### src/rtl/bus_arbiter_pkg.sv
// ============================================================================
//  Module   : bus_arbiter_pkg
//  Purpose  : Shared types, state encodings and master IDs for bus_arbiter.
//  Revision : 1.0  initial release
// ============================================================================
`default_nettype none

package bus_arbiter_pkg;

    // Arbiter FSM state encoding
    typedef logic [1:0] state_t;
    localparam state_t ST_IDLE   = 2'd0;
    localparam state_t ST_BUSY   = 2'd1;
    localparam state_t ST_RESUME = 2'd2;

    // Master identifiers; the value doubles as the master mux select
    typedef logic master_t;
    localparam master_t M1 = 1'b0;
    localparam master_t M2 = 1'b1;

    // Two-master round-robin choice: with both eligible, pick the one not served last
    function automatic master_t rr_pick(input logic e1, input logic e2, input master_t last);
        if (e1 && e2) begin
            return (last == M1) ? M2 : M1;
        end else if (e2) begin
            return M2;
        end else begin
            return M1;
        end
    endfunction

endpackage

`default_nettype wire

### src/rtl/bus_arbiter_split_timer.sv
// ============================================================================
//  Module   : bus_arbiter_split_timer
//  Purpose  : Saturating split-pending timer; flags the last cycle of the
//             allowed pending window and restarts from zero on expiry.
//  Revision : 1.0  initial release
// ============================================================================
`default_nettype none

module bus_arbiter_split_timer #(
    parameter int WIDTH   = 8,
    parameter int TIMEOUT = 200
) (
    input  logic clk,
    input  logic rst,
    input  logic en,
    input  logic clr,
    output logic hit
);

    localparam logic [WIDTH-1:0] C_LAST = WIDTH'(TIMEOUT - 1);
    localparam logic [WIDTH-1:0] C_MAX  = {WIDTH{1'b1}};

    logic [WIDTH-1:0] cnt_q;

    // hit marks the final counting cycle; the owner sees the timeout at the next edge
    assign hit = en && !clr && (cnt_q == C_LAST);

    // Counter: clear has priority, wraps to zero only via expiry, otherwise saturates
    always_ff @(posedge clk or posedge rst) begin
        if (rst) begin
            cnt_q <= '0;
        end else if (clr || hit) begin
            cnt_q <= '0;
        end else if (en && (cnt_q != C_MAX)) begin
            cnt_q <= cnt_q + WIDTH'(1);
        end
    end

endmodule

`default_nettype wire

### src/rtl/bus_arbiter.sv
// ============================================================================
//  Module   : bus_arbiter
//  Purpose  : Two-master round-robin bus arbiter with single outstanding split
//             transaction tracking, resume regrant and split timeout.
//  Revision : 1.0  initial release
// ============================================================================
`default_nettype none

module bus_arbiter
    import bus_arbiter_pkg::*;
#(
    parameter int SPLIT_TO_WIDTH = 8,
    parameter int SPLIT_TIMEOUT  = 200
) (
    input  logic clk,
    input  logic rst,
    input  logic breq1,
    input  logic breq2,
    input  logic ssplit,
    input  logic split_rel,
    output logic bgrant1,
    output logic bgrant2,
    output logic msel,
    output logic split_grant,
    output logic split_timeout,
    output logic busy
);

    state_t  state_q, state_d;
    logic    grant1_q, grant1_d;
    logic    grant2_q, grant2_d;
    master_t msel_q, msel_d;
    master_t last_q, last_d;
    logic    split_pending_q, split_pending_d;
    master_t split_owner_q, split_owner_d;
    logic    rel_latched_q, rel_latched_d;
    logic    split_grant_q, split_grant_d;
    logic    split_timeout_q, split_timeout_d;
    logic    busy_q;

    logic    elig1, elig2, any_elig, owner_req, resume_go;
    logic    timer_hit, timer_expire;
    master_t pick;

    // Arbitration inputs: the split owner is masked until resume or timeout
    assign elig1     = breq1 && !(split_pending_q && (split_owner_q == M1));
    assign elig2     = breq2 && !(split_pending_q && (split_owner_q == M2));
    assign any_elig  = elig1 || elig2;
    assign pick      = rr_pick(elig1, elig2, last_q);
    assign owner_req = (msel_q == M2) ? breq2 : breq1;
    assign resume_go = (state_q == ST_IDLE) && split_pending_q && rel_latched_q;

    // A release arriving on the expiry cycle rescues the split
    assign timer_expire = timer_hit && !split_rel;

    bus_arbiter_split_timer #(
        .WIDTH   (SPLIT_TO_WIDTH),
        .TIMEOUT (SPLIT_TIMEOUT)
    ) u_split_timer (
        .clk (clk),
        .rst (rst),
        .en  (split_pending_q && !rel_latched_q),
        .clr (!split_pending_q || rel_latched_q),
        .hit (timer_hit)
    );

    // State and registered outputs; reset leaves master 1 first in line
    always_ff @(posedge clk or posedge rst) begin
        if (rst) begin
            state_q         <= ST_IDLE;
            grant1_q        <= 1'b0;
            grant2_q        <= 1'b0;
            msel_q          <= M1;
            last_q          <= M2;
            split_pending_q <= 1'b0;
            split_owner_q   <= M1;
            rel_latched_q   <= 1'b0;
            split_grant_q   <= 1'b0;
            split_timeout_q <= 1'b0;
            busy_q          <= 1'b0;
        end else begin
            state_q         <= state_d;
            grant1_q        <= grant1_d;
            grant2_q        <= grant2_d;
            msel_q          <= msel_d;
            last_q          <= last_d;
            split_pending_q <= split_pending_d;
            split_owner_q   <= split_owner_d;
            rel_latched_q   <= rel_latched_d;
            split_grant_q   <= split_grant_d;
            split_timeout_q <= split_timeout_d;
            busy_q          <= grant1_d || grant2_d;
        end
    end

    // Next-state: a pending resume beats fresh arbitration; a split beats a release
    always_comb begin
        state_d = state_q;
        case (state_q)
            ST_IDLE: begin
                if (split_pending_q && rel_latched_q) begin
                    state_d = ST_RESUME;
                end else if (any_elig) begin
                    state_d = ST_BUSY;
                end
            end
            ST_BUSY: begin
                if ((ssplit && !split_pending_q) || !owner_req) begin
                    state_d = ST_IDLE;
                end
            end
            ST_RESUME: state_d = ST_BUSY;
            default:   state_d = ST_IDLE;
        endcase
    end

    // Output / bookkeeping next values, registered one cycle ahead of the state
    always_comb begin
        grant1_d        = grant1_q;
        grant2_d        = grant2_q;
        msel_d          = msel_q;
        last_d          = last_q;
        split_pending_d = split_pending_q;
        split_owner_d   = split_owner_q;
        rel_latched_d   = rel_latched_q;
        split_grant_d   = 1'b0;
        split_timeout_d = 1'b0;

        if (timer_expire) begin
            split_pending_d = 1'b0;
            split_timeout_d = 1'b1;
        end else if (split_rel && split_pending_q) begin
            rel_latched_d = 1'b1;
        end

        case (state_q)
            ST_IDLE: begin
                if (resume_go) begin
                    grant1_d        = (split_owner_q == M1);
                    grant2_d        = (split_owner_q == M2);
                    msel_d          = split_owner_q;
                    last_d          = split_owner_q;
                    split_grant_d   = 1'b1;
                    split_pending_d = 1'b0;
                    rel_latched_d   = 1'b0;
                end else if (any_elig) begin
                    grant1_d = (pick == M1);
                    grant2_d = (pick == M2);
                    msel_d   = pick;
                    last_d   = pick;
                end else begin
                    grant1_d = 1'b0;
                    grant2_d = 1'b0;
                end
            end
            ST_BUSY: begin
                if (ssplit && !split_pending_q) begin
                    split_pending_d = 1'b1;
                    split_owner_d   = msel_q;
                    grant1_d        = 1'b0;
                    grant2_d        = 1'b0;
                end else if (!owner_req) begin
                    grant1_d = 1'b0;
                    grant2_d = 1'b0;
                end
            end
            default: ;
        endcase
    end

    assign bgrant1       = grant1_q;
    assign bgrant2       = grant2_q;
    assign msel          = msel_q;
    assign split_grant   = split_grant_q;
    assign split_timeout = split_timeout_q;
    assign busy          = busy_q;

endmodule

`default_nettype wire

### config.mk
export PLATFORM = sky130hd
export DESIGN_NAME = bus_arbiter
export DESIGN_NICKNAME = d
export VERILOG_FILES = /design/src/rtl/bus_arbiter_pkg.sv /design/src/rtl/bus_arbiter_split_timer.sv /design/src/rtl/bus_arbiter.sv
export SDC_FILE = /design/constraint.sdc
export NUM_CORES = 1
export LEC_CHECK = 0
export ABC_AREA = 1
export ABC_CLOCK_PERIOD_IN_PS = 1550
export CORE_MARGIN = 3
export CORE_UTILIZATION = 53
export DETAILED_ROUTE_END_ITERATION = 8
export GPL_TIMING_DRIVEN = 0
export PLACE_DENSITY_LB_ADDON = 0.12
export SETUP_SLACK_MARGIN = 0.05
export SLEW_MARGIN = 5
export SYNTH_ARGS = -nofsm -noshare
export SYNTH_HDL_FRONTEND = slang
export SYNTH_SLANG_ARGS = --single-unit
### constraint.sdc
create_clock -name clk -period 1.55 [get_ports clk]
set_input_delay 0.155 -clock clk [delete_from_list [all_inputs] [get_ports clk]]
set_output_delay 0.155 -clock clk [all_outputs]
set_load 0.01 [all_outputs]
* After elaboration in Yosys (flattened, before gate mapping)
Index checks and enable logic that the tools add are counted.
** Storage, ports and cells
- Register bits :: 20
- Output and inout bits :: 6
** Operators by class
- Add/sub/neg operators :: 1
- Equality and inequality tests :: 6
- Muxes and demuxes :: 33
- Bitwise gates (word level) :: 2
- Reductions and logical operators :: 33
** Operators with widths (count)
- $mux W1 :: 24
- $mux W8 :: 2
- $logic_and A1 B1 Y1 :: 15
- $add A8 B1 Y8 const B :: 1
- $eq A8 B8 Y1 const B :: 1
- $ne A8 B8 Y1 const B :: 1
- $logic_not A1 Y1 :: 7
- $mux W2 :: 3
- $pmux W1 S2 :: 3
- $pmux W2 S3 :: 1
- $reduce_and A2 Y1 :: 3
- $logic_or A1 B1 Y1 :: 5
- $reduce_bool A2 Y1 :: 2
- $ne A3 B2 Y1 const B :: 1
- $eq A2 B1 Y1 const B :: 1
- $eq A2 B2 Y1 const B :: 1
- $logic_not A2 Y1 :: 1
- $ne A2 B2 Y1 const B :: 1
- $not A1 Y1 :: 2

* Longest topological paths before layout
Gate-level depths: netlist of run 1.
- Word-level depth :: 11
- Gate-level depth with buffers :: 10

* Cells and area by module
A second synthesis of run 1 with hierarchy kept.
** Unflattened totals
- Cell total of the unflattened synthesis :: 155
- Area, all modules :: 1227.4 sq um
** By module, submodules not included
- bus_arbiter_split_timer :: times used 1, cells each 85, area each 618.1 sq um, seq. area each 200.2 sq um
- bus_arbiter :: times used 1, cells each 70, area each 609.3 sq um, seq. area each 301.5 sq um

* Least setup slack after synthesis of run 1
No wires, ideal clock.
- Kind :: reg2reg
- Start point :: reg u_split_timer.cnt_q[0]
- End point :: reg u_split_timer.cnt_q[5]
- Arrival :: 1.078 ns
- Data required time :: 1.431 ns
- Path slack :: 0.353 ns
- Cell stages (with the launch flop) :: 10
- Path buffers :: 0
- Cell sequence :: dfrtp_1 > ha_1 > nand2_1 > inv_1 > nand2_2 > nor2_8 > inv_2 > nand3_1 > nand2_1 > nor2_1
** On the way
- Word-level cells in the longest chain between the ends :: 4
** Ends and longest elaborated chain
- start, declared :: RTL line bus_arbiter_split_timer.sv:23 : logic [WIDTH-1:0] cnt_q;
- start signal, assigned :: RTL line bus_arbiter_split_timer.sv:35 : cnt_q <= cnt_q + WIDTH'(1);
- branches (longest 4 deep; another with $add A8 B1 Y8)
Several ways; the timed one is not identified. The select of a mux whose other input is x is not followed.
A chain may end at the register's enable or synchronous reset.

* Worst setup path after layout of run 1
- Start point :: reg state_q[0]
- End point :: reg grant1_q, in the netlist bgrant1
** On the way
- Word-level cells in the longest chain between the ends :: 5
** Ends and longest elaborated chain
- start, declared :: RTL line bus_arbiter.sv:29 : state_t state_q, state_d;
- start signal, assigned :: RTL line bus_arbiter.sv:82 : state_q <= state_d;
- $logic_not A2 Y1 :: RTL line bus_arbiter.sv:51, bus_arbiter.sv:136
- $logic_and A1 B1 Y1 (2 in a row) :: RTL line bus_arbiter.sv:51 : assign resume_go = (state_q == ST_IDLE) && split_pending_q && rel_latched_q;
- $mux W1 :: RTL line bus_arbiter.sv:138 : if (resume_go) begin
- $pmux W1 S2 * :: RTL line bus_arbiter.sv:136 : case (state_q)
- net grant1_d :: RTL line bus_arbiter.sv:30 : logic grant1_q, grant1_d;
- end signal, assigned :: RTL line bus_arbiter.sv:83 : grant1_q <= grant1_d;
- end, declared :: RTL line bus_arbiter.sv:30
The timed path passes the listed nets; every way through them passes the cells marked *.

==> impl_metrics.tcl, run 1 <==
set metrics [dict create \
    status "finished, final reports clean" \
    dpl_cell_area_um2 1150 \
    period_share_pct 90.2 \
    die_area_um2 2470 \
    io_buffers 11 \
    drive_gt1_share_pct 13.4 \
    pre_cts_slack_ns 0.164 \
    cts_tree "built" \
    yosysTopAreaCell "dfrtp_1" \
    power_density_nw_per_um2 1660 \
    grt_pass1_vias 779 \
    core_area_um2 1760 \
    synthTopCellsByArea "dfrtp_1 47%, nand2_1 11%, inv_1 7.4%" \
    crit_family "simple AND/OR/NAND/NOR gates" \
    areaGrowthSynthToFinish_pct 19.6 \
    critPathLaunchType "flop" \
    die_x_um 49.7 \
    cpPeakStageDelay_ns 0.43 \
    cts-htree-levels 1 \
    timing.fmax_mhz 715 \
    whs_ns 0.252 \
    grtUsageTotal_pct 17.2 \
    slew_violations 0 \
    top_regs "u_split_timer.cnt_q: 8 flops, state_q: 2 flops" \
    setup_viol 0 \
    synth_ff_type "dfrtp_1" \
    antenna_found_initial 0 \
    rsz0062_at_grt "no" \
    fin_crit_ns 1.40 \
    initial_core_util_pct 57.4 \
    detailed_place_hpwl_mm 1.40 \
    clock_path_buffers 2 \
    routed_wl_mm 1.82 \
    syn_nets 134 \
    drc 0 \
    setup_tns_ns 0 \
    crit_path_top_delay_cell "dfrtp_1" \
    path_common_cell "nor2_1" \
    worst-path-buf-inv 2 \
    drtAntennaViolNets 0 \
    holdBufCountCts 0 \
    hold_path_class "in2async" \
    syn_area_um2 1010 \
    cp_data_arrival_time_ns 1.59 \
    max-cap-violations 0 \
    clk_latency_ns 0.30 \
    largest_register "u_split_timer.cnt_q" \
    pin_count 12 \
    stdcell_area_um2 1210 \
    wl_per_cell_um 10.9 \
    gp_congestion 0.879 \
    synth_most_common_cell "nand2_1" \
    cts_resized 0 \
    detail_route.first_pass.iterations 6 \
    synth_edf_count 0 \
    cp_max_fo 5 \
    synth_cell_types 21 \
    initialDrtViolationCount 21 \
    via_per_inst 4.89 \
    antennaDiodeCount 0 \
    critical_path.cell_chain "nor2_1, nand2_2, clkinv_2, nand2_1, nand2_1, nor2_1, nor2_1, inv_1" \
    grt_pass1_wl_mm 3.27 \
    seq_area_frac_synth_pct 49.5 \
    vias 817 \
    fin_nets 150 \
    die_y_um 49.7 \
    crit_path_end_kind "flop" \
    synthCells 127 \
    setup_slack_ns 0.152 \
    path_class "reg2reg" \
    crit_required_ns 1.75 \
    finalClockSkew_ns 0.0109 \
    finalHoldViolCount 0 \
    rows 15 \
    grt_max_degree 21 \
    postCtsSetupBuffers 0 \
    gr-total-overflow 0 \
    tightest_slew_ns 0.722 \
    async_flop_share_pct 100 \
    cts_buffers 3 \
    largest_reg_flops 8 \
    ys_ff_latch 20 \
    ys_top_cells_by_count "29 x nand2_1, 20 x inv_1, 19 x dfrtp_1, 15 x nor2_1, 9 x a21oi_1" \
    ir_drop_uv 1220 \
    p_leak_nw 0.629 \
    clk_pin_slew_worst_paths_ns 0.12 \
    yosysWarnings 0 \
    syn_area_per_cell_um2 7.98 \
    cts-root-buf "clkbuf_4" \
    clock_sinks 20 \
    max_slew_margin_pct 51.8 \
    synth_top_area_share_pct 46.9 \
]
final timing paths:
path | from | end | slack [ns] | cells past startpoint
worst max-delay path | state_q[0] | bgrant1 | 0.15 | 8
worst min-delay path | rst | busy | 0.25 | 2
worst max register to register | state_q[0] | bgrant1 | 0.15 | 8
worst min register to register | last_q | last_q | 0.49 | 2
max in group asynchronous | rst | u_split_timer.cnt_q[6] | 0.83 | 2
min in group clk | split_rel | rel_latched_q | 0.49 | 3
where the power goes:
| group | switching, mW | internal (mW) |
|---|---|---|
| clock network | 0.164 | 0.261 |
| registers | 0.130 | 0.700 |
| logic | 0.439 | 0.313 |
cells by family (layout without fill, tap and decap cells):
| group | after synthesis | in the layout | share of synthesized area, % |
|---|---|---|---|
| flip-flops | 20 | 20 | 49.5 |
| buffers and inverters | 24 | 39 | 9.01 |
| AO/OA/AOI/OAI | 17 | 17 | 10.0 |
| adder cells (fa/ha/maj) | 1 | 1 | 1.23 |
| AND/OR/NAND/NOR | 64 | 64 | 29.4 |
| XOR/XNOR | 1 | 1 | 0.864 |
final cells by class:
cell class | count | area (um^2)
Sequential cell | 20 | 502
Timing Repair Buffer | 11 | 110
Multi-Input combinational cell | 83 | 425
Clock buffer | 3 | 22.5
Inverter | 24 | 91.3
Tap cell | 25 | 31.3
Fill cell | 155 | 552
Clock inverter | 1 | 30.0
routing by layer:
layer	global-route usage (%)	vias up	part of all wire (%)
met5	0	-	0
met4	6.91	0	1.6
met3	3.93	4	4.4
met2	25.8	20	45
met1	24.1	371	49
li1	-	422	-
metrics by stage:
| stage | instances | util (%) | total power [mW] |
|---|---|---|---|
| after floorplan | 127 | - | 1.34 |
| after global placement | 163 | 65.5 | 1.57 |
| after detailed placement | 163 | 65.5 | 1.60 |
| after CTS | 167 | 68.4 | 2.02 |
| after global routing | 167 | 68.7 | 2.18 |
| final | 167 | 68.7 | 2.01 |
cell usage in the layout (no fill, tap or decap), types with 2 or more instances in the layout:
master / Yosys / final
clkbuf_4: 0 / 3
clkdlybuf4s50_1: 0 / 11
nand3_1: 8 / 8
inv_1: 20 / 20
nor3_2: 1 / 2
inv_2: 3 / 3
nand2_2: 5 / 5
o21ai_1: 4 / 4
nor2_1: 15 / 15
dfrtp_1: 19 / 19
nor3_1: 4 / 3
nand2_1: 29 / 29
a21oi_1: 9 / 9
Power figures use the tool's default switching activity.
==> inputs of run 2 (changes only) <==
Settings changed: MAX_ROUTING_LAYER from default to met4.
==> results of run 2 <==
No change in the layout: final DEF, timing and power equal those of run 1.
Main changes from that run: final weighted congestion in routability-driven placement 0.879 -> 0.894; overall routing resource usage 17.2% -> 17.7%
==> inputs of run 3 (changes only) <==
Settings changed: CORE_UTILIZATION 53 to 56, CTS_BUF_LIST from default to sky130_fd_sc_hd__clkbuf_2 sky130_fd_sc_hd__clkbuf_4 sky130_fd_sc_hd__clkbuf_8.
==> run 3 against run 2 <==
Net effect:
- flip-flop and latch count did not move
- clock power barely moved
- sequential power rose by 0.5%
- hold slack improved by 0.012 ns
- register-to-register slack barely moved
- critical endpoint is now u_split_timer.cnt_q[5]
- largest power group unchanged
==> impl_metrics.tcl, run 3 (synthesis results as in run 1) <==
set metrics [dict create \
    r2r_cells 5 \
    rows 14 \
    detailed_place_hpwl_mm 1.56 \
    gr-total-overflow 0 \
    vias 830 \
    post-route-util_pct 76.1 \
    cts-root-buf "clkbuf_4" \
    antenna_found_initial 0 \
    p_leak_nw 0.629 \
    hold_path_class "in2async" \
    critPathLaunchType "flop" \
    nFillCells 135 \
    drtAntennaViolNets 0 \
    slew_violations 0 \
    max-cap-violations 0 \
    drive_gt1_share_pct 16.0 \
    detail_route.first_pass.iterations 4 \
    clk_pin_slew_worst_paths_ns 0.11 \
    initialDrtViolationCount 17 \
    clk_latency_ns 0.30 \
    most-common-layout-cells "29 x nand2_1, 19 x inv_1, 19 x dfrtp_1, 14 x nor2_1, 11 x clkdlybuf4s50_1" \
    die_x_um 48.5 \
    max_slew_margin_pct 50.6 \
    cts_buffers 3 \
    setup_viol 0 \
    cp_max_fo 8 \
    finalClockSkew_ns 0.00269 \
    cts_tree "built" \
    rsz0062_at_grt "no" \
    path_class "reg2reg" \
    areaGrowthSynthToFinish_pct 21.0 \
    initial_core_util_pct 62.9 \
    timing.fmax_mhz 711 \
    clock_sinks 20 \
    holdBufCountCts 0 \
    cp_data_arrival_time_ns 1.61 \
    antennaDiodeCount 0 \
    via_per_inst 4.94 \
    largest_reg_flops 8 \
    dpl_cell_area_um2 1150 \
    ir_drop_uv 1070 \
    largest_register "u_split_timer.cnt_q" \
    power_density_nw_per_um2 1690 \
    top_regs "u_split_timer.cnt_q: 8 flops, state_q: 2 flops" \
    grt_max_degree 21 \
    crit_required_ns 1.76 \
    fin_nets 152 \
    grtUsageTotal_pct 20.6 \
    setup_tns_ns 0 \
    die_area_um2 2360 \
    stdcell_area_um2 1230 \
    die_y_um 48.5 \
    dp.cells 162 \
    core_area_um2 1610 \
    pin_count 12 \
    finalHoldViolCount 0 \
    cts-htree-levels 1 \
    gp_congestion 0.778 \
    io_buffers 11 \
    crit_path_end_kind "flop" \
    routed-wl-met2_mm 1.04 \
    wl_met3_um 85 \
    drc 0 \
    wl_met1_um 926 \
    period_share_pct 90.7 \
    status "finished, final reports clean" \
    tightest_slew_ns 0.740 \
    routed_wl_mm 2.06 \
    final_common_cell "nand2_1" \
    grt_pass1_wl_mm 3.66 \
    top_layer "met4" \
    final_cell_count_no_fill 168 \
    grt_pass1_vias 810 \
    fin_crit_ns 1.41 \
    clock_path_buffers 2 \
    wl_per_cell_um 12.3 \
]
[run 3: report_power, final]
group | internal (mW) | switching, mW
registers | 0.700 | 0.134
clock network | 0.262 | 0.161
logic | 0.342 | 0.477
[run 3: critical path, cell delays in order (launching register included)]
cell and delay, ns:
dfrtp_1 0.47, nor3_1 0.44, a21oi_4 0.15, buf_4 0.16
nand2_1 0.06, nor2_1 0.04
[run 3: area by class of cell]
cell class / count / area, um^2 / area share (%)
flip-flops and latches: 20 / 502 / 40.9
multi-input cells: 83 / 425 / 34.7
repair buffers: 13 / 125 / 10.2
inverters: 24 / 91.3 / 7.45
clock inverters: 1 / 30.0 / 2.45
well taps: 24 / 30.0 / 2.45
clock buffers: 3 / 22.5 / 1.84
[run 3: stage by stage]
stage          hold WS (ns)  total power [mW]  setup slack [ns]
5_1_grt               0.318              2.25            0.0545
3_3_place_gp          0.469              1.57             0.201
2_1_floorplan         0.118              1.34             0.353
3_5_place_dp          0.488              1.61             0.170
6_report              0.263              2.08             0.144
4_1_cts               0.273              2.05             0.138
[run 3: timing repair]
action / CTS / global route
buffers inserted: 0 / 2
endpoints found under the setup margin: 0 / 4
resized for setup: 0 / 3
[run 3: final timing paths]
kind                                          end  slack [ns]                    from
max                        u_split_timer.cnt_q[5]        0.14  u_split_timer.cnt_q[3]
max reg2reg                u_split_timer.cnt_q[5]        0.14  u_split_timer.cnt_q[3]
min reg2reg                                last_q        0.50                  last_q
min in group clk                    rel_latched_q        0.50               split_rel
min                                       bgrant1        0.26                     rst
max in group asynchronous             split_grant        0.82                     rst
[run 3: metal layers]
| layer | track usage [%] | vias to the layer above |
|---|---|---|
| li1 | - | 430 |
| met2 | 34.9 | 18 |
| met1 | 25.1 | 378 |
| met5 | - | - |
| met3 | 5.21 | 4 |
| met4 | 4.27 | 0 |
